--- src/rtl/instruction_fetch_unit.sv ---
// instruction_fetch_unit
//   Fetch stage of the MIPS pipeline. Holds the PC, presents it to a
//   combinational, word-indexed instruction memory, and registers the
//   returned word into the IF/ID pipeline register. Handles boot, stall,
//   branch redirect, flush, halt detection and a saturating fetch counter.
//
// Ports
//   Clk, Reset            rising-edge clock, async active-high reset
//   Stall                 hold PC, IF/ID and FetchCount
//   Flush                 load a bubble into IF/ID (PC still advances)
//   BranchTaken/Target    redirect fetch; target low bits dropped
//   Instruction           memory word for Address, same cycle
//   Address               current PC (straight from the PC register)
//   IF_ID_*               registered instruction, PC+4, valid
//   Halted                high while fetch is stopped on HALT_WORD
//   FetchCount            valid instructions latched, saturating
module instruction_fetch_unit #(
    parameter logic [31:0] RESET_PC  = 32'h0000_0000,
    parameter logic [31:0] HALT_WORD = 32'hFFFF_FFFF
) (
    input  logic        Clk,
    input  logic        Reset,
    input  logic        Stall,
    input  logic        Flush,
    input  logic        BranchTaken,
    input  logic [31:0] BranchTarget,
    input  logic [31:0] Instruction,
    output logic [31:0] Address,
    output logic [31:0] IF_ID_Instruction,
    output logic [31:0] IF_ID_PCPlus4,
    output logic        IF_ID_Valid,
    output logic        Halted,
    output logic [15:0] FetchCount
);

    typedef enum logic [1:0] {
        BOOT = 2'd0,
        RUN  = 2'd1,
        HALT = 2'd2
    } state_t;

    state_t      state_q, state_d;
    logic [31:0] pc_q, pc_d;
    logic [31:0] instr_q, instr_d;
    logic [31:0] pc4_q, pc4_d;
    logic        valid_q, valid_d;
    logic [15:0] count_q, count_d;

    logic [31:0] pc_plus4;
    logic [31:0] target;

    assign pc_plus4 = pc_q + 32'd4;        // wraps modulo 2^32
    assign target   = BranchTarget & ~32'h3;

    always_comb begin
        state_d = state_q;
        pc_d    = pc_q;
        instr_d = instr_q;
        pc4_d   = pc4_q;
        valid_d = valid_q;
        count_d = count_q;

        case (state_q)
            // IF/ID already holds the reset bubble; only the PC may move.
            BOOT: begin
                state_d = RUN;
                if (BranchTaken) pc_d = target;
            end

            RUN: begin
                if (BranchTaken) begin
                    pc_d    = target;
                    instr_d = '0;
                    pc4_d   = '0;
                    valid_d = 1'b0;
                end else if (Stall) begin
                    // hold everything
                end else if (Instruction == HALT_WORD) begin
                    // halt word is swallowed: never decoded, never counted
                    state_d = HALT;
                    instr_d = '0;
                    pc4_d   = '0;
                    valid_d = 1'b0;
                end else begin
                    pc_d = pc_plus4;
                    if (Flush) begin
                        instr_d = '0;
                        pc4_d   = '0;
                        valid_d = 1'b0;
                    end else begin
                        instr_d = Instruction;
                        pc4_d   = pc_plus4;
                        valid_d = 1'b1;
                        if (count_q != 16'hFFFF) count_d = count_q + 16'd1;
                    end
                end
            end

            // The halt word may sit on a wrong path, so a branch resumes fetch.
            // IF/ID already holds the bubble latched on entry.
            HALT: begin
                if (BranchTaken) begin
                    state_d = RUN;
                    pc_d    = target;
                end
            end

            default: state_d = BOOT;
        endcase
    end

    always_ff @(posedge Clk or posedge Reset) begin
        if (Reset) begin
            state_q <= BOOT;
            pc_q    <= RESET_PC;
            instr_q <= '0;
            pc4_q   <= '0;
            valid_q <= 1'b0;
            count_q <= '0;
        end else begin
            state_q <= state_d;
            pc_q    <= pc_d;
            instr_q <= instr_d;
            pc4_q   <= pc4_d;
            valid_q <= valid_d;
            count_q <= count_d;
        end
    end

    assign Address           = pc_q;
    assign IF_ID_Instruction = instr_q;
    assign IF_ID_PCPlus4     = pc4_q;
    assign IF_ID_Valid       = valid_q;
    assign Halted            = (state_q == HALT);
    assign FetchCount        = count_q;

endmodule

--- config.mk ---
export PLATFORM = sky130hd
export DESIGN_NAME = instruction_fetch_unit
export DESIGN_NICKNAME = d
export VERILOG_FILES = /design/src/rtl/instruction_fetch_unit.sv
export SDC_FILE = /design/constraint.sdc
export NUM_CORES = 1
export LEC_CHECK = 0
export CAP_MARGIN = 20
export CORE_ASPECT_RATIO = 0.8
export CORE_MARGIN = 3
export CORE_UTILIZATION = 45
export DETAILED_ROUTE_END_ITERATION = 7
export GPL_ROUTABILITY_DRIVEN = 0
export PLACE_DENSITY = 0.79
export SYNTH_ARGS = -nofsm -noshare
export SYNTH_HDL_FRONTEND = slang
export SYNTH_SLANG_ARGS = --single-unit
export TNS_END_PERCENT = 10
--- constraint.sdc ---
create_clock -name Clk -period 9.6 [get_ports Clk]
set_input_delay 1.92 -clock Clk [delete_from_list [all_inputs] [get_ports Clk]]
set_output_delay 1.92 -clock Clk [all_outputs]
set_load 0.02 [all_outputs]
== Yosys cells after proc, flatten, opt, wreduce, memory -nomap -nowiden ==
Cells that the tools add are included.
Word-level totals
  word-level logic and storage cells: 53
  output and inout bits: 114
  register bits after elaboration: 115
Cells by class
  bitwise logic cells: 4
  reductions and logical operators: 7
  equal/unequal tests: 12
  add/sub/neg operators: 2
  multiplexer cells: 22
Operators by type and width (number)
  $mux 32: 12
  $pmux 32 s2: 1
  $add 32x3->32 const B: 1
  $eq 32x32->1 const B: 1
  $add 16x1->16 const B: 1
  $ne 16x16->1 const B: 1
  $mux 2: 4
  $ne 2x2->1 const B: 4
  $reduce_and 4->1: 2
  $ne 3x3->1 const B: 2
  $pmux 2 s3: 1
  $reduce_and 6->1: 1
  $mux 1: 4
  $ne 2x1->1 const B: 2
  $not 1->1: 4
  $eq 2x1->1 const B: 1
  $eq 2x2->1 const B: 1
  $logic_not 2->1: 1
  $reduce_and 2->1: 1
  $reduce_bool 2->1: 1
  $reduce_or 2->1: 1

== Depth between registers and ports, before layout ==
  depth in word-level cells: 5
  gate-level depth with buffers: 8
  depth with buffers taken out: 6

== Worst setup path after synthesis ==
OpenSTA, ideal clock, no wires.
  kind: input -> register
  from: in Instruction[14]
  to: reg pc_q[31], in the netlist Address[31]
  required time: 9473 ps
  slack: 6382 ps
  arrival: 3091 ps
  buffers on the path: 1
  cell stages on the path: 6
  library setup time: 127 ps
  cells stage by stage: nand4_1 nor4_4 a21o_2 buf_4 a22oi_1 o2bb2a_1
On the way
  cells in the longest elaborated chain, start to end: 3
RTL lines
  from (decl): RTL line 27  | input logic [31:0] Instruction,
  $eq 32x32->1: RTL line 78  | end else if (Instruction == HALT_WORD) begin
  $ne 3x3->1 (no source line)
  $reduce_and 4->1 (no source line)
  to (signal assigned): RTL line 122  | pc_q <= pc_d;
  to (decl): RTL line 43  | logic [31:0] pc_q, pc_d;
No other way between the ends.
A chain may end at the register's enable or synchronous reset.

== Worst setup path after layout ==
  from: in BranchTaken
  to: reg pc_q[16], in the netlist Address[16]
On the way
  cells in the longest elaborated chain, start to end: 2
  elaborated cells between the ends (all ways): 6
  classes of those cells: eq/ne (3); mux (2); reduce/logical (1)
RTL lines
  from (decl): RTL line 25  | input logic BranchTaken,
  $ne 3x3->1 (no source line) (tied with other cells)
  $reduce_and 4->1 (no source line) or $pmux 32 s2 (tied branches)
Several ways; a longest one is shown, not always the timed one.

==> flow_metrics.env <==
export IMPL_floorplan_die_height_um=105.6
export IMPL_area_delta_synth_final_pct=38.05
export IMPL_final_common_cell="sky130_fd_sc_hd__clkdlybuf4s50_1"
export IMPL_dr_total_vias=4879
export IMPL_hp_class="register to register"
export IMPL_crit_buf_inv=3
export IMPL_antenna_violating_nets_post_route=0
export IMPL_placeableCoreArea_mm2=0.01182
export IMPL_p_leak_uw=0.003173
export IMPL_fin_setup_tns_ns=0
export IMPL_startpoint_type="input pin"
export IMPL_synth_cells=528
export IMPL_drt_iter0_markers=386
export IMPL_power_clock_fraction=0.289
export IMPL_slew_headroom=0.3714
export IMPL_chipWidth_um=130.5
export IMPL_cts_setup_buffers=0
export IMPL_path_cells="clkdlybuf4s50_1 -> inv_2 -> a21o_2 -> buf_4 -> a21o_2 -> and2_1 -> o221ai_1"
export IMPL_worst_ep_required_time_ns=9.78
export IMPL_grt_first_pass_wirelength_um=25490
export IMPL_tightest_slew_ns=0.9430
export IMPL_drcViolationCount=0
export IMPL_clk_insertion_delay_late_ns=0.34
export IMPL_min_delay_start="IF_ID_PCPlus4[7]$_DFFE_PP0P_"
export IMPL_antennaDiodeCount=0
export IMPL_total_global_routing_track_utilization=0.2303
export IMPL_ios=183
export IMPL_worstPathMaxFanout=65
export IMPL_via_count_of_the_first_global_routing_pass=4763
export IMPL_synth_edff_count=0
export IMPL_async_flop_share=1.000
export IMPL_status="finished, final reports clean"
export IMPL_worst_path_largest_cell_delay_ns=0.73
export IMPL_timing_worst_setup_path_type="input pin to register"
export IMPL_wirelength_um=15870
export IMPL_cts_made_buffers=9
export IMPL_finClkSkew_ns=0.008713
export IMPL_worst_r2r_path_depth=6
export IMPL_fin_nets=753
export IMPL_combinationalPowerShare=0.246
export IMPL_viasPerCell=5.850
export IMPL_crit_reg2reg_launch="state_q[0]$_DFFE_PP0P_"
export IMPL_htreeDepth=3
export IMPL_tritoncts_clock_tree="built"
export IMPL_avgSynthCellArea_um2=10.57
export IMPL_synthFlopType="sky130_fd_sc_hd__dfrtp_1"
export IMPL_crit_path_top_delay_cell="sky130_fd_sc_hd__and2_1"
export IMPL_grt_setup_unrepaired="no"
export IMPL_critPathCaptureType="register"
export IMPL_die_area_mm2=0.01379
export IMPL_timing_critical_path_mode_cell="sky130_fd_sc_hd__a21o_2"
export IMPL_initial_core_utilization=0.4722
export IMPL_power_switching_uw=377.0
export IMPL_layout_common_cells="sky130_fd_sc_hd__clkdlybuf4s50_1, sky130_fd_sc_hd__dfrtp_1, sky130_fd_sc_hd__nand2_1"
export IMPL_dp_final_hpwl_um=11030
export IMPL_power_per_cell_area_mw_per_mm2=157.6
export IMPL_reg2reg_slack_ns=6.60
export IMPL_post_synth_top_area_cell="sky130_fd_sc_hd__dfrtp_1"
export IMPL_grt_start_max_net_pins=83
export IMPL_postSynthRegisterBits=112
export IMPL_synth_seq_area_share=0.5020
export IMPL_cts_hold_repair_buffers=0
export IMPL_cap_violations=0
export IMPL_cts_sink_count=112
export IMPL_holdWs_ns=0.4799
export IMPL_setup_violations=0
export IMPL_cts_resized_gates=0
export IMPL_grt_remaining_overflow=0
export IMPL_whs_endpoint="IF_ID_PCPlus4[7]$_DFFE_PP0P_"
export IMPL_wl_per_cell_um=19.03
export IMPL_synth_largest_type_area_fraction=0.5020
export IMPL_period_minus_slack_ns=4.759
export IMPL_worstPathArrival_ns=4.94
export IMPL_synth_top_cells_by_area="sky130_fd_sc_hd__dfrtp_1, sky130_fd_sc_hd__a22o_1, sky130_fd_sc_hd__xnor2_1, sky130_fd_sc_hd__nand2_1, sky130_fd_sc_hd__o22a_1"
export IMPL_clock_tree_buffer_depth=2
export IMPL_path_clk_slew_ns=0.07
export IMPL_kind_of_cell_adding_the_most_delay_to_the_critical_path="buffers and inverters"
export IMPL_cell_internal_pwr_uw=837.9
export IMPL_timing_final_hold_violations=0
export IMPL_power_share_switching=0.3103
export IMPL_initial_antenna_violation_count=0
export IMPL_fin_crit_sh=0.4957
export IMPL_timing_hold_worst_path_depth=2
export IMPL_yosysWarnings=0
export IMPL_rr_endpoint="Address[16]$_DFFE_PP0P_"
export IMPL_vdd_drop_max_mv=0.1158
export IMPL_rows=35
export IMPL_dr_pass1_iters=5
export IMPL_finalMaxSlewViolations=0
export IMPL_post_synthesis_instance_area_mm2=0.005583
export IMPL_maximum_frequency_from_static_timing_analysis_mhz=210.1
export IMPL_clk_root_buffer_cell="sky130_fd_sc_hd__clkbuf_16"
export IMPL_netlist_cell_type_count=55
export IMPL_seq_power_share=0.465
export IMPL_share_of_final_layout_standard_cells_stronger_than_drive_strength_1=0.05977
export IMPL_io_buffers=178
-- per-stage QoR --
stage	setup slack (ns)	cell area (um2)	utilization	cells	power (uW)
2_1_floorplan	4.721	5587	-	529	723.2
3_3_place_gp	4.596	7382	0.6243	817	861.1
3_5_place_dp	4.445	7382	0.6243	817	869.3
4_1_cts	4.816	7652	0.6472	832	1225
5_1_grt	4.631	7707	0.6519	834	1274
6_report	4.841	7707	0.6519	834	1215
-- synth_stat cells (2+ instances only) --
cell	number
sky130_fd_sc_hd__nor4_4	3
sky130_fd_sc_hd__buf_2	14
sky130_fd_sc_hd__o21ai_1	3
sky130_fd_sc_hd__inv_1	3
sky130_fd_sc_hd__nand3_1	18
sky130_fd_sc_hd__xor2_1	13
sky130_fd_sc_hd__o2bb2a_1	10
sky130_fd_sc_hd__nand4_1	22
sky130_fd_sc_hd__and3_1	9
sky130_fd_sc_hd__a31oi_1	13
sky130_fd_sc_hd__o22a_1	16
sky130_fd_sc_hd__a22o_1	36
sky130_fd_sc_hd__xnor2_1	29
sky130_fd_sc_hd__a21oi_1	6
sky130_fd_sc_hd__a22oi_1	15
sky130_fd_sc_hd__o21ai_0	27
sky130_fd_sc_hd__buf_6	3
sky130_fd_sc_hd__nor2b_1	2
sky130_fd_sc_hd__o22ai_1	12
sky130_fd_sc_hd__nor2_1	23
sky130_fd_sc_hd__clkbuf_1	18
sky130_fd_sc_hd__and2_1	8
sky130_fd_sc_hd__and4_1	11
sky130_fd_sc_hd__a2bb2oi_1	9
sky130_fd_sc_hd__dfrtp_1	112
sky130_fd_sc_hd__nand2_1	55
sky130_fd_sc_hd__ha_1	2
sky130_fd_sc_hd__nor3_1	3
sky130_fd_sc_hd__buf_4	7
-- state kept, by name, indices dropped and copies added, names as in the netlist --
signal	flops
state_q	2
IF_ID_Instruction	32
Address	30
IF_ID_PCPlus4	31
FetchCount	16
IF_ID_Valid	1
-- power groups by stage --
stage	combinational, uW	sequential [uW]	clock [uW]
6_report	299	565	351
4_1_cts	298	564	363
5_1_grt	321	573	381
2_1_floorplan	114	609	0
3_3_place_gp	292	569	0
3_5_place_dp	297	572	0
-- layout make-up --
class	count	area (um2)
Fill cell	928	4116
Inverter	4	17.52
Sequential cell	112	2803
Timing Repair Buffer	184	1867
Tap cell	148	185.2
Clock inverter	5	41.29
Clock buffer	10	229.0
Multi-Input combinational cell	371	2565
-- how the worst max path moves through the flow --
stage	from	endpoint	slack [ns]	cells after the start
6_report	BranchTaken	Address[16]$_DFFE_PP0P_	4.84	7
5_1_grt	BranchTaken	Address[16]$_DFFE_PP0P_	4.63	7
4_1_cts	BranchTaken	Address[16]$_DFFE_PP0P_	4.82	7
3_5_place_dp	BranchTaken	Address[16]$_DFFE_PP0P_	4.45	7
3_3_place_gp	BranchTaken	Address[3]$_DFFE_PP0P_	4.60	7
2_1_floorplan	Reset	Address[10]$_DFFE_PP0P_	4.72	1
-- metal layers --
| metal | vias to the layer above | global-route usage | part of all wire |
|---|---|---|---|
| met5 | - | 0 | 0 |
| met4 | 0 | 0.05433 | 0.010 |
| met3 | 11 | 0.04053 | 0.057 |
| met2 | 167 | 0.3613 | 0.48 |
| met1 | 2429 | 0.3327 | 0.45 |
| li1 | 2272 | - | - |
-- kinds of logic (layout without fill, tap and decap cells) --
| group | count (synthesis) | count (layout) | synth area share |
|---|---|---|---|
| adders and majority gates | 2 | 2 | 0.004482 |
| muxes | 2 | 2 | 0.003810 |
| and+or+nand+nor | 166 | 166 | 0.1670 |
| buffers and inverters | 46 | 203 | 0.04280 |
| xor gates and xnor gates | 43 | 43 | 0.06880 |
| AOI/OAI and AO/OA | 156 | 156 | 0.2104 |
| DFF | 112 | 112 | 0.5020 |
| other | 1 | 2 | 0.0006717 |
-- tightest hold or removal path, delay by kind of cell (launching register included) --
kind / cells / cell delay (ns)
DFF: 1 / 0.34
AOI/OAI and AO/OA: 1 / 0.06
and+or+nand+nor: 1 / 0.04
(Power assumes the default switching activity.)
